**src/rtl/pipelined_control_unit.sv**
```systemverilog
// rtl/pipelined_control_unit.sv - WISC pipeline control: ID decode plus ID/EX, EX/MEM, MEM/WB control registers
//
// Ports:
//   clk, rst_n            clock, asynchronous active-low reset
//   id_valid, id_opcode   instruction presence and opcode from IF/ID
//   id_rd                 destination register field from IF/ID
//   stall                 load-use stall, injects a bubble into ID/EX
//   flush                 taken branch, kills the instruction in ID
//   mem_busy              data memory not ready, freezes all three stage registers
//   id_reg_src1           combinational: read port 1 uses rd (LLB/LHB)
//   id_stall_fetch        combinational: PC and IF/ID must hold
//   ex_*                  ID/EX control bits and ALU operation
//   mem_*                 EX/MEM control bits and destination tag
//   wb_*                  MEM/WB control bits and destination tag
//   halted                sticky halt indication
module pipelined_control_unit #(
   parameter int REG_ADDR_W = 4,
   parameter bit HALT_DRAIN = 1'b1
) (
   input  logic                  clk,
   input  logic                  rst_n,
   input  logic                  id_valid,
   input  logic [3:0]            id_opcode,
   input  logic [REG_ADDR_W-1:0] id_rd,
   input  logic                  stall,
   input  logic                  flush,
   input  logic                  mem_busy,
   output logic                  id_reg_src1,
   output logic                  id_stall_fetch,
   output logic                  ex_valid,
   output logic                  ex_alu_src,
   output logic                  ex_branch,
   output logic                  ex_pcs,
   output logic [3:0]            ex_alu_op,
   output logic                  mem_valid,
   output logic                  mem_enable,
   output logic                  mem_write,
   output logic [REG_ADDR_W-1:0] mem_rd,
   output logic                  wb_valid,
   output logic                  wb_mem_to_reg,
   output logic                  wb_reg_write,
   output logic [REG_ADDR_W-1:0] wb_rd,
   output logic                  halted
);

   // ID decode
   logic d_alu_src, d_mem_to_reg, d_reg_write, d_mem_enable;
   logic d_mem_write, d_branch, d_pcs, d_hlt;

   always_comb begin
      d_alu_src    = (id_opcode >= 4'b0100) && (id_opcode <= 4'b1011);
      d_mem_to_reg = (id_opcode == 4'b1000);
      d_reg_write  = (id_opcode <= 4'b1000) || (id_opcode == 4'b1010) ||
                     (id_opcode == 4'b1011) || (id_opcode == 4'b1110);
      d_mem_enable = (id_opcode == 4'b1000) || (id_opcode == 4'b1001);
      d_mem_write  = (id_opcode == 4'b1001);
      d_branch     = (id_opcode == 4'b1100) || (id_opcode == 4'b1101);
      d_pcs        = (id_opcode == 4'b1110);
      d_hlt        = (id_opcode == 4'b1111);
   end

   assign id_reg_src1 = (id_opcode == 4'b1010) || (id_opcode == 4'b1011);

   logic hlt_seen;
   logic id_ok, id_take;

   // Once an HLT has been accepted, nothing further leaves ID.
   assign id_ok          = id_valid & ~flush & ~hlt_seen;
   assign id_take        = id_ok & ~stall;
   assign id_stall_fetch = stall | mem_busy | hlt_seen;

   // Stage fields that are not module outputs
   logic                  ex_mem_enable, ex_mem_write, ex_mem_to_reg, ex_reg_write, ex_hlt;
   logic [REG_ADDR_W-1:0] ex_rd;
   logic                  mem_mem_to_reg, mem_reg_write, mem_hlt;

   // Drain mode waits for the HLT to reach MEM/WB so older instructions retire first.
   logic halt_set;
   assign halt_set = HALT_DRAIN ? (mem_valid & mem_hlt) : (id_take & d_hlt);

   always_ff @(posedge clk or negedge rst_n) begin
      if (!rst_n) begin
         ex_valid       <= 1'b0;
         ex_alu_src     <= 1'b0;
         ex_branch      <= 1'b0;
         ex_pcs         <= 1'b0;
         ex_alu_op      <= 4'b0000;
         ex_mem_enable  <= 1'b0;
         ex_mem_write   <= 1'b0;
         ex_mem_to_reg  <= 1'b0;
         ex_reg_write   <= 1'b0;
         ex_hlt         <= 1'b0;
         ex_rd          <= '0;
         mem_valid      <= 1'b0;
         mem_enable     <= 1'b0;
         mem_write      <= 1'b0;
         mem_mem_to_reg <= 1'b0;
         mem_reg_write  <= 1'b0;
         mem_hlt        <= 1'b0;
         mem_rd         <= '0;
         wb_valid       <= 1'b0;
         wb_mem_to_reg  <= 1'b0;
         wb_reg_write   <= 1'b0;
         wb_rd          <= '0;
         hlt_seen       <= 1'b0;
         halted         <= 1'b0;
      end else if (!mem_busy) begin
         if (id_take) begin
            ex_valid      <= 1'b1;
            ex_alu_src    <= d_alu_src;
            ex_branch     <= d_branch;
            ex_pcs        <= d_pcs;
            ex_alu_op     <= id_opcode;
            ex_mem_enable <= d_mem_enable;
            ex_mem_write  <= d_mem_write;
            ex_mem_to_reg <= d_mem_to_reg;
            ex_reg_write  <= d_reg_write;
            ex_hlt        <= d_hlt;
            ex_rd         <= id_rd;
            if (d_hlt) begin
               hlt_seen <= 1'b1;
            end
         end else begin
            ex_valid      <= 1'b0;
            ex_alu_src    <= 1'b0;
            ex_branch     <= 1'b0;
            ex_pcs        <= 1'b0;
            ex_alu_op     <= 4'b0000;
            ex_mem_enable <= 1'b0;
            ex_mem_write  <= 1'b0;
            ex_mem_to_reg <= 1'b0;
            ex_reg_write  <= 1'b0;
            ex_hlt        <= 1'b0;
            ex_rd         <= '0;
         end
         mem_valid      <= ex_valid;
         mem_enable     <= ex_mem_enable;
         mem_write      <= ex_mem_write;
         mem_mem_to_reg <= ex_mem_to_reg;
         mem_reg_write  <= ex_reg_write;
         mem_hlt        <= ex_hlt;
         mem_rd         <= ex_rd;
         wb_valid       <= mem_valid;
         wb_mem_to_reg  <= mem_mem_to_reg;
         wb_reg_write   <= mem_reg_write;
         wb_rd          <= mem_rd;
         if (halt_set) begin
            halted <= 1'b1;
         end
      end
   end

endmodule

```
**config.mk**
```make
export PLATFORM = sky130hd
export DESIGN_NAME = pipelined_control_unit
export DESIGN_NICKNAME = d
export VERILOG_FILES = /design/src/rtl/pipelined_control_unit.sv
export SDC_FILE = /design/constraint.sdc
export NUM_CORES = 1
export LEC_CHECK = 0
export CORE_MARGIN = 1.5
export CORE_UTILIZATION = 35
export DETAILED_ROUTE_END_ITERATION = 16
export PLACE_DENSITY = 0.6
export RECOVER_POWER = 100
export SYNTH_ARGS = -nofsm -noshare
export SYNTH_HDL_FRONTEND = slang
export SYNTH_SLANG_ARGS = --single-unit
```
**constraint.sdc**
```tcl
create_clock -name clk -period 1.8 [get_ports clk]
set_input_delay 0.54 -clock clk [delete_from_list [all_inputs] [get_ports clk]]
set_output_delay 0.54 -clock clk [all_outputs]
set_load 0.1 [all_outputs]
```
Word level (Yosys, flattened, before mapping)
Cells that the tools add are included.
- flip-flop bits (word level): 36
- input bits: 14
- word-level logic and storage cells: 65
- order comparisons: 3
- eq/ne operators: 8
- multiplexer cells: 11
- bitwise operators: 10
- reductions and logical operators: 9
- operators by type and width (kind ; number):
    4-bit == test (second input constant) ; 8
    1-bit two-way mux ; 9
    4-bit less-or-equal comparator (second input constant) ; 2
    4-bit two-way mux ; 2
    1-bit logical OR ; 6
    1-bit bitwise AND ; 4
    4-bit by 3-bit greater-or-equal comparator with 1-bit output (second input constant) ; 1
    1-bit NOT ; 4
    3-bit AND reduction ; 1
    1-bit OR ; 2
    2-bit AND reduction ; 1
    1-bit logical AND ; 1

Logic depth before layout (Yosys ltp)
Gate-level depths: netlist of the first run.
- depth after elaboration: 5
- mapped depth: 5
- mapped depth without buffers: 4

Worst setup path before layout of the first run
OpenSTA, ideal clock, no wires.
- path type: input-to-output
- start: input port id_opcode[2]
- end: output port id_reg_src1
- data arrival time: 1.560 ns
- data required time: 1.260 ns
- setup slack: -0.300 ns
- stages on the path: 3
- buffers on the path: 0
- cells stage by stage: inv_1 ha_1 and2_1
- word-level cells in the longest chain between the ends: 2
- elaborated cells between the ends (all ways): 3
- RTL lines (item ; RTL line ; RTL):
    from (decl) ; 23 ; input logic [3:0] id_opcode,
    4-bit == test ; 62 ; assign id_reg_src1 = (id_opcode == 4'b1010) || (id_opcode == 4'b1011);
    1-bit logical OR * ; 62 ;
    to (decl) ; 28 ; output logic id_reg_src1,
Mark *: on every way between the ends. The rest lies on a longest branch, timed or not.

Worst setup path after layout of the first run
- start: input port id_opcode[3]
- end: output port id_reg_src1
Same word-level chain as after synthesis.

==> results of run 1 <==
==> kinds of logic after synthesis <==
| kind of cell | Yosys count | share of synthesized area (%) |
|---|---|---|
| compound gates | 21 | 13.1 |
| flops | 36 | 63.0 |
| mux | 17 | 13.4 |
| buf+inv | 8 | 3.24 |
| simple gates | 10 | 5.43 |
| fa+ha+maj | 2 | 1.75 |
==> cell usage in the layout, fill, tap and decap left out, types with 2 or more instances in the layout <==
cell / Yosys / layout
mux2_2: 17 / 17
a21o_1: 2 / 2
inv_1: 3 / 3
clkbuf_2: 0 / 17
buf_12: 0 / 3
nand2_1: 2 / 2
buf_2: 1 / 11
buf_4: 0 / 6
a22o_1: 3 / 3
a22o_2: 8 / 8
clkbuf_1: 2 / 5
clkbuf_8: 0 / 6
clkdlybuf4s50_1: 0 / 7
a32o_1: 3 / 3
dfrtp_1: 36 / 36
==> metal layers <==
layer / track usage (%) / vias to the layer above
li1: - / 447
met1: 18.7 / 494
met2: 23.6 / 24
met3: 4.73 / 2
met4: 6.12 / 0
met5: 0 / -
==> what timing repair did <==
action                     in CTS  in global routing
gates resized for setup        14                  2
pin swaps                       3                  1
cloned                          0                  0
setup buffers                   1                  0
setup endpoints to repair       2                  2
==> how the worst max path moves through the flow <==
| stage | depth (start not counted) | slack (ps) | endpoint | start |
|---|---|---|---|---|
| detailed placement | 5 | -350 | id_reg_src1 | id_opcode[2] |
| global placement | 5 | -350 | id_reg_src1 | id_opcode[2] |
| global route | 4 | 20 | id_reg_src1 | id_opcode[3] |
| finish | 4 | 30 | id_reg_src1 | id_opcode[3] |
| floorplan | 2 | 70 | id_stall_fetch | mem_busy |
| CTS | 2 | -6 | id_stall_fetch | hlt_seen |
==> power by group through the flow <==
stage	registers, mW	logic (mW)	clock network [mW]
after floorplan	1.03	0.0888	0
after global placement	0.884	0.423	0
after detailed placement	0.887	0.427	0
after CTS	0.871	0.430	0.605
after global routing	0.862	0.371	0.638
final	0.858	0.353	0.586
==> worst max-delay path: stages <==
cell,delay [ps]
clkdlybuf4s15_2,210
ha_4,170
and2_4,140
buf_12,160
==> stage by stage <==
step / hold slack [ps] / TNS, ps / instance area [sq um]
2_1_floorplan: 244 / 0 / 1430
3_3_place_gp: 456 / -7200 / 2170
3_5_place_dp: 493 / -7450 / 2170
4_1_cts: 303 / -5.55 / 2260
5_1_grt: 510 / 0 / 1900
6_report: 451 / 0 / 1900
==> layout make-up <==
type	instances	area share (%)
Timing Repair Buffer	49	18.2
Sequential cell	36	47.4
Multi-Input combinational cell	50	25.7
Tap cell	50	3.29
Clock buffer	8	4.74
Inverter	3	0.592
==> results.md, run 1 <==
- Core area: 3970 sq um
- Static Leak: 0.995 nW
- CTS clock-pin slew for the worst setup and hold paths: 70 ps
- Layout Nets: 161
- Combined area of the multi-input logic cells: 489 sq um
- CTS Sinks: 36
- Initial antenna violation count: 0
- Origin of the critical flop-to-flop path: hlt_seen
- Fill count: 362
- Min Tclk post-route: 1770 ps
- Die area: 4470 sq um
- HP Class: in -> async
- DP Worst Slack: -349 ps
- Worst path required time: 1260 ps
- Largest net degree at the start of global routing: 37
- Height of the die: 66.9 microns
- Maximum vdd drop: 413 uV
- Tcrit/Tclk final: 98.1%
- Async S/R FF share, synth: 100%
- GR Overflow Total: 0
- Most frequent cell after synthesis: dfrtp_1
- Clk Latency, worst-skew pair: 280 ps
- Area contributors post-synth: dfrtp_1 (63%), mux2_2 (13%), a22o_2 (5.6%)
- CTS tree: yes
- Layout cells sized above 1: 50.0%
- Register-to-Register Path Depth: 5
- First-pass GRT wire length: 4840 microns
- Routability cong.: 0.771
- Unique masters post-synth: 24
- Post-layout util: 47.9%
- Syn Std Cell Area: 1430 sq um
- Kind of critical path: in -> out
- Flops & latches, synth: 36
- Critical Path AT: 1230 ps
- Register Area: 901 sq um
- Met2 WL: 1530 microns
- Synthesized Nets: 110
- DR pass1 iterations: 4
- H-tree depth: 2
- Syn Area/Cell: 15.2 sq um
- Max Freq: 566 MHz
- Die Wd: 66.9 microns
- Seq pwr share: 47.8%
- CP startpoint kind: input pin
- Post-synth EDFFs: 0
- R2r setup slk: 140 ps
- # rows: 23
- Actual slew at the worst max-slew pin: 878 ps
- Root buf cell: clkbuf_8
- Sw Ratio: 30.6%
- Post-synth top area share: 63.0%
- Largest area contributor in the netlist: dfrtp_1
- Via Count: 967
- I/O pin cnt: 39
- Crit Path Max Fanout: 2
- Initial Utilization: 36.0%
- Vias in the first global route: 972
- ANT cells: 0
- Final setup violation count: 0
- Pwr Total: 1.80 mW
- RSZ-0062 raised after global routing: false
- Dpl cells: 187
- PortBufs: 38
- Max-slew violation count: 0
- Top sig layer: met4
- Top_reg_cell synth: dfrtp_1
- Drt drc: 0
- Pint: 1.25 mW
- Max-cap viol count: 0
- Clock power share: 32.6%
- Reg-to-Reg End: ex_alu_op[3]
- Drt wl/cell: 15.2 microns
- Worst setup EP type: output pin
- PwrDens: 945 nW/um^2
- 1st-iter DRT viols: 38
- Met3 wire length: 159 microns
- Detail Route Antenna Nets: 0
- Vias per inst: 4.93
- CTS max path bufs: 2
- Post-synth top cells: dfrtp_1 (36), mux2_2 (17), a22o_2 (8)
- Status: finished, final reports clean
- Sw Pwr: 0.549 mW
- M1 WL: 1250 microns
- DP Wirelength: 1980 microns
- Setup slack after layout: 34.3 ps
- Area grow syn2layout: 33.0%
- Portion of total power attributed to combinational logic: 19.6%
- Mapped Cells: 94
- Rel. slew slack: 41.5%
- CTS Buf Count: 5
- Finished Layout Cells: 196
- WL final: 2980 microns
- Final Skew: 3.02 ps
- Cts hold-fix bufs: 0
- Total track usage: 14.9%
- Sequential element share of the synthesized area: 63.0%
- Synth warn: 0
- Final hold vios: 0
Power figures use the tool's default switching activity.
==> run 2, diff against run 1 <==
clock period = 1.92 ns   (was 1.8 ns; I/O delays follow)
==> results.md, run 2 (synthesized netlist as in run 1, its figures left out) <==
- Status: finished, final reports clean (unchanged)
- Detail Route Antenna Nets: 0 (unchanged)
- First-pass GRT wire length: 4530 microns (was 4840 microns)
- GR Util met3: 4.56% (was 4.73%)
- Maximum vdd drop: 325 uV (was 413 uV)
- CTS Sinks: 36 (unchanged)
- Drt drc: 0 (unchanged)
- Final Skew: 4.79 ps (was 3.02 ps)
- Static Leak: 0.964 nW (was 0.995 nW)
- Root buf cell: clkbuf_8 (unchanged)
- Max-slew violation count: 0 (unchanged)
- Commonest non-fill, non-tap cells in the layout: dfrtp_1 (36), clkbuf_2 (26), mux2_2 (17) (was dfrtp_1 (36), mux2_2 (17), clkbuf_2 (17))
- HP Class: in -> async (unchanged)
- Sw Ratio: 30.7% (was 30.6%)
- GR Overflow Total: 0 (unchanged)
- Met2 Use GR: 21.1% (was 23.6%)
- Rel. slew slack: 41.0% (was 41.5%)
- Seq pwr share: 48.3% (was 47.8%)
- Dpl cell area: 2160 sq um (was 2170 sq um)
- Via Count: 932 (was 967)
- Sw Pwr: 0.511 mW (was 0.549 mW)
- H-tree depth: 2 (unchanged)
- Max-cap viol count: 0 (unchanged)
- Die Wd: 66.9 microns (unchanged)
- Drt wl/cell: 14.6 microns (was 15.2 microns)
- Area grow syn2layout: 28.7% (was 33.0%)
- I/O pin cnt: 39 (unchanged)
- Total track usage: 13.7% (was 14.9%)
- Fin area: 1840 sq um (was 1900 sq um)
- Worst path required time: 1340 ps (was 1260 ps)
- Worst path slowest cell: or3_4 (was clkdlybuf4s15_2)
- Cts hold-fix bufs: 0 (unchanged)
- CP Cell Sequence: clkbuf_1 > or3_4 > buf_8 (was clkdlybuf4s15_2 > ha_4 > and2_4 > buf_12)
- Max Freq: 536 MHz
- Height of the die: 66.9 microns (unchanged)
- WL final: 2820 microns (was 2980 microns)
- Die area: 4470 sq um (unchanged)
- Pwr Total: 1.66 mW (was 1.80 mW)
- GRT busiest layer: met2 (unchanged)
- PwrDens: 904 nW/um^2 (was 945 nW/um^2)
- Largest net degree at the start of global routing: 37 (unchanged)
- Hold_ws: 406 ps (was 451 ps)
- RSZ-0062 raised after global routing: false (unchanged)
- Clk Latency, worst-skew pair: 280 ps (about the same)
- Max stage delay on crit path: 420 ps (was 210 ps)
- Routability cong.: 0.708 (was 0.771)
- Layout cells sized above 1: 48.3% (was 50.0%)
- GR Util met1: 17.8% (was 18.7%)
- Initial Utilization: 36.0% (unchanged)
- 1st-iter DRT viols: 58 (was 38)
- CP startpoint kind: input pin (unchanged)
- # rows: 23 (unchanged)
- Final hold vios: 0 (unchanged)
- ANT cells: 0 (unchanged)
- PortBufs: 38 (unchanged)
- Vias per inst: 4.83 (was 4.93)
- Kind of critical path: in -> out (unchanged)
- Tcrit/Tclk final: 97.2%
- DR pass1 iterations: 4 (unchanged)
- Portion of total power attributed to combinational logic: 19.0% (was 19.6%)
- Pint: 1.15 mW (was 1.25 mW)
- Initial antenna violation count: 0 (unchanged)
- Commonest non-fill, non-tap cell in the layout: dfrtp_1 (unchanged)
- CTS Buf Count: 5 (unchanged)
- DP Wirelength: 1950 microns (was 1980 microns)
- Critical Path AT: 1290 ps (was 1230 ps)
- Clock power share: 32.7% (was 32.6%)
- CTS max path bufs: 2 (unchanged)
- Core area: 3970 sq um (unchanged)
- Post-layout util: 46.3% (was 47.9%)
- Vias in the first global route: 952 (was 972)
- Layout Nets: 158 (was 161)
- Final setup violation count: 0 (unchanged)
- CTS clock-pin slew for the worst setup and hold paths: 70 ps (about the same)
- Actual slew at the worst max-slew pin: 885 ps (was 878 ps)
- Min Tclk post-route: 1870 ps
- Crit Path Max Fanout: 2 (unchanged)
- Worst setup EP type: output pin (unchanged)
- CTS tree: yes (unchanged)
## run 2: changes by cell type in the layout (fill, tap and decap cells not counted), moves of 2 or more
cell | previous run | this run
buf_12 | 3 | 1
buf_2 | 11 | 1
buf_4 | 6 | 4
clkbuf_2 | 17 | 26
clkinv_2 | 0 | 2
## run 2: routing by layer
layer  vias to the layer above  wire (microns)  part of all wire [%]
met5                         -               0                     0
met4                         0              20                  0.71
met3                         2             171                   6.1
met2                        25            1380                    49
met1                       470            1250                    44
li1                        435               -                     -
## run 2: path summary, 6_finish.rpt
check | startpoint | to | slack (ps) | depth (start not counted)
worst max-delay path | mem_busy | id_stall_fetch | 50 | 3
worst min-delay path | rst_n | mem_rd[3] | 410 | 1
worst max register to register | hlt_seen | ex_pcs | 200 | 5
worst min register to register | hlt_seen | hlt_seen | 470 | 1
max in group asynchronous | rst_n | mem_hlt | 960 | 1
min in group clk | hlt_seen | hlt_seen | 470 | 1
## run 2: repair_timing
action | 4_1_cts | 5_1_grt
buffers inserted | 0 | 0
endpoints found under the setup margin | 2 | 2
pin swaps | 3 | 2
resized for setup | 12 | 3
## run 2: power by group through the flow
stage	clock [mW]	combinational (mW)	sequential [mW]
final	0.544	0.315	0.804
after global routing	0.595	0.331	0.808
after CTS	0.561	0.395	0.816
after detailed placement	0	0.396	0.830
after global placement	0	0.393	0.829
after floorplan	0	0.0826	0.969
## run 2: layout make-up
cell class	instances	area (sq um)
fillers	359	2130
clock inverters	2	10.0
repair buffers	46	304
inverters	3	11.3
clock buffers	6	82.6
well taps	50	62.6
flip-flops and latches	36	901
multi-input cells	50	468
## run 2: stage by stage
stage | instances | setup TNS, ps | setup slack [ps]
floorplan | 94 | 0 | 32.7
global placement | 185 | -3950 | -352
detailed placement | 185 | -4320 | -380
CTS | 193 | 0 | 2.58
global route | 193 | 0 | 30.5
finish | 193 | 0 | 53.7
## run 2: critical path, delay by kind of cell
family        cells  cell delay [ps]
buf+inv           2              290
simple gates      1              420
==> run 3, diff against run 2 <==
--- a/config.mk
+++ b/config.mk
@@ -10,4 +10,5 @@
 export DETAILED_ROUTE_END_ITERATION = 16
-export PLACE_DENSITY = 0.6
+export PLACE_DENSITY = 0.63
 export RECOVER_POWER = 100
+export REMOVE_ABC_BUFFERS = 1
 export SYNTH_ARGS = -nofsm -noshare
==> constraint.sdc (replaced) <==
create_clock -name clk -period 1.7 [get_ports clk]
set_input_delay 0.34 -clock clk [delete_from_list [all_inputs] [get_ports clk]]
set_output_delay 0.34 -clock clk [all_outputs]
set_load 0.1 [all_outputs]
==> results.md, run 3 (synthesized netlist as in run 1, its figures left out) <==
- Status: finished, final reports clean (unchanged)
- Dpl cells: 187 (was 185)
- Static Leak: 1.03 nW (was 0.964 nW)
- CTS clock-pin slew for the worst setup and hold paths: 70 ps (about the same)
- Fill count: 366 (was 359)
- CP Cell Sequence: clkdlybuf4s50_1 > or3_4 > buf_12 (was clkbuf_1 > or3_4 > buf_8)
- CTS Sinks: 36 (unchanged)
- Fin area: 1970 sq um (was 1840 sq um)
- GR Overflow Total: 0 (unchanged)
- CTS tree: yes (unchanged)
- Worst setup EP type: output pin (unchanged)
- Drt drc: 0 (unchanged)
- # rows: 23 (unchanged)
- Area grow syn2layout: 37.7% (was 28.7%)
- Largest net degree at the start of global routing: 37 (unchanged)
- 1st-iter DRT viols: 20 (was 58)
- Initial Utilization: 36.0% (unchanged)
- Routability cong.: 0.713 (was 0.708)
- Kind of critical path: in -> out (unchanged)
- Total track usage: 15.1% (was 13.7%)
- Core area: 3970 sq um (unchanged)
- Die area: 4470 sq um (unchanged)
- Combined area of the multi-input logic cells: 487 sq um (was 468 sq um)
- Dpl cell area: 2190 sq um (was 2160 sq um)
- Max stage delay on crit path: 400 ps (was 420 ps)
- Final setup violation count: 0 (unchanged)
- Commonest non-fill, non-tap cells in the layout: dfrtp_1 (36), clkbuf_2 (24), mux2_2 (17) (was dfrtp_1 (36), clkbuf_2 (26), mux2_2 (17))
- Rel. slew slack: 42.9% (was 41.0%)
- Maximum vdd drop: 446 uV (was 325 uV)
- Layout Nets: 161 (was 158)
- Max Freq: 602 MHz
- Vias per inst: 4.87 (was 4.83)
- H-tree depth: 2 (unchanged)
- Final hold vios: 0 (unchanged)
- Worst path required time: 1360 ps (was 1340 ps)
- Origin of the critical flop-to-flop path: hlt_seen (unchanged)
- Register-to-Register Path Depth: 4 (was 5)
- Height of the die: 66.9 microns (unchanged)
- Hold_ws: 161 ps (was 406 ps)
- Max-slew violation count: 0 (unchanged)
- I/O pin cnt: 39 (unchanged)
- Pwr Total: 2.09 mW (was 1.66 mW)
- Min Tclk post-route: 1660 ps
- Final Skew: 4.81 ps (was 4.79 ps)
- Tcrit/Tclk final: 97.6%
- Layout cells sized above 1: 50.0% (was 48.3%)
- Setup slack after layout: 40.1 ps (was 53.7 ps)
- Register Area: 901 sq um (unchanged)
- Die Wd: 66.9 microns (unchanged)
- CP startpoint kind: input pin (unchanged)
- DP Worst Slack: -97.7 ps (was -380 ps)
- Root buf cell: clkbuf_8 (unchanged)
- Max-cap viol count: 0 (unchanged)
- Crit Path Max Fanout: 2 (unchanged)
- Drt wl/cell: 14.8 microns (was 14.6 microns)
- Initial antenna violation count: 0 (unchanged)
- ANT cells: 0 (unchanged)
- Actual slew at the worst max-slew pin: 856 ps (was 885 ps)
- Commonest non-fill, non-tap cell in the layout: dfrtp_1 (unchanged)
- WL final: 2910 microns (was 2820 microns)
- Vias in the first global route: 1000 (was 952)
- DP Wirelength: 2150 microns (was 1950 microns)
- Clk Latency, worst-skew pair: 280 ps (about the same)
- DR pass1 iterations: 3 (was 4)
- Worst path slowest cell: clkdlybuf4s50_1 (was or3_4)
- Critical Path AT: 1320 ps (was 1290 ps)
- HP Class: in -> async (unchanged)
- Detail Route Antenna Nets: 0 (unchanged)
- CTS Buf Count: 5 (unchanged)
- R2r setup slk: 210 ps (was 200 ps)
- RSZ-0062 raised after global routing: false (unchanged)
- Bufs and invs on worst path: 2 (unchanged)
- Reg-to-Reg End: ex_mem_write (was ex_pcs)
- PortBufs: 38 (unchanged)
- Via Count: 955 (was 932)
- Finished Layout Cells: 196 (was 193)
- First-pass GRT wire length: 4910 microns (was 4530 microns)
- CP top delay family: buffers and inverters (was simple AND/OR/NAND/NOR gates)
- PwrDens: 1060 nW/um^2 (was 904 nW/um^2)
- CTS max path bufs: 2 (unchanged)
## run 3: final cells by class
class	instances	share of cell area, %
Sequential cell	36	45.8
Multi-Input combinational cell	50	24.7
Timing Repair Buffer	49	19.3
Clock buffer	7	4.90
Tap cell	50	3.18
Clock inverter	1	1.53
Inverter	3	0.572
## run 3: worst max path at each step
| stage | from | endpoint | slack [ps] | cells after the start |
|---|---|---|---|---|
| global placement | mem_busy | id_stall_fetch | -90 | 3 |
| global route | stall | id_stall_fetch | 10 | 3 |
| finish | stall | id_stall_fetch | 40 | 3 |
| CTS | id_opcode[3] | id_reg_src1 | 20 | 4 |
| detailed placement | mem_busy | ex_reg_write | -100 | 5 |
| floorplan | id_opcode[2] | id_reg_src1 | -0.3 | 3 |
## run 3: layer usage
metal / track usage (%) / share of wire [%]
met5: 0 / 0
met4: 6.12 / 1.5
met3: 4.39 / 6.7
met2: 25.6 / 50
met1: 17.9 / 41
## run 3: worst register-to-register path, cell delays in order (launching register included)
cell	delay [ps]
dfrtp_1	390
or3_4	360
clkbuf_1	190
nor3_4	260
a32o_1	220
## run 3: what timing repair did
action | 4_1_cts | 5_1_grt
hold buffers | 0 | 0
pin swaps | 1 | 1
gates resized for setup | 4 | 1
endpoints found under the setup margin | 2 | 1
setup buffers | 1 | 0
## run 3: power by group
group	switching [mW]	internal, mW
clock network	0.289	0.517
registers	0.0194	0.889
logic	0.273	0.105
total	0.582	1.51
## run 3: stage by stage
step           TNS, ps  utilization [%]
6_report             0             49.6
5_1_grt              0             49.6
4_1_cts              0             58.7
3_5_place_dp     -1010             55.3
3_3_place_gp      -834             55.3
2_1_floorplan   -0.340                -
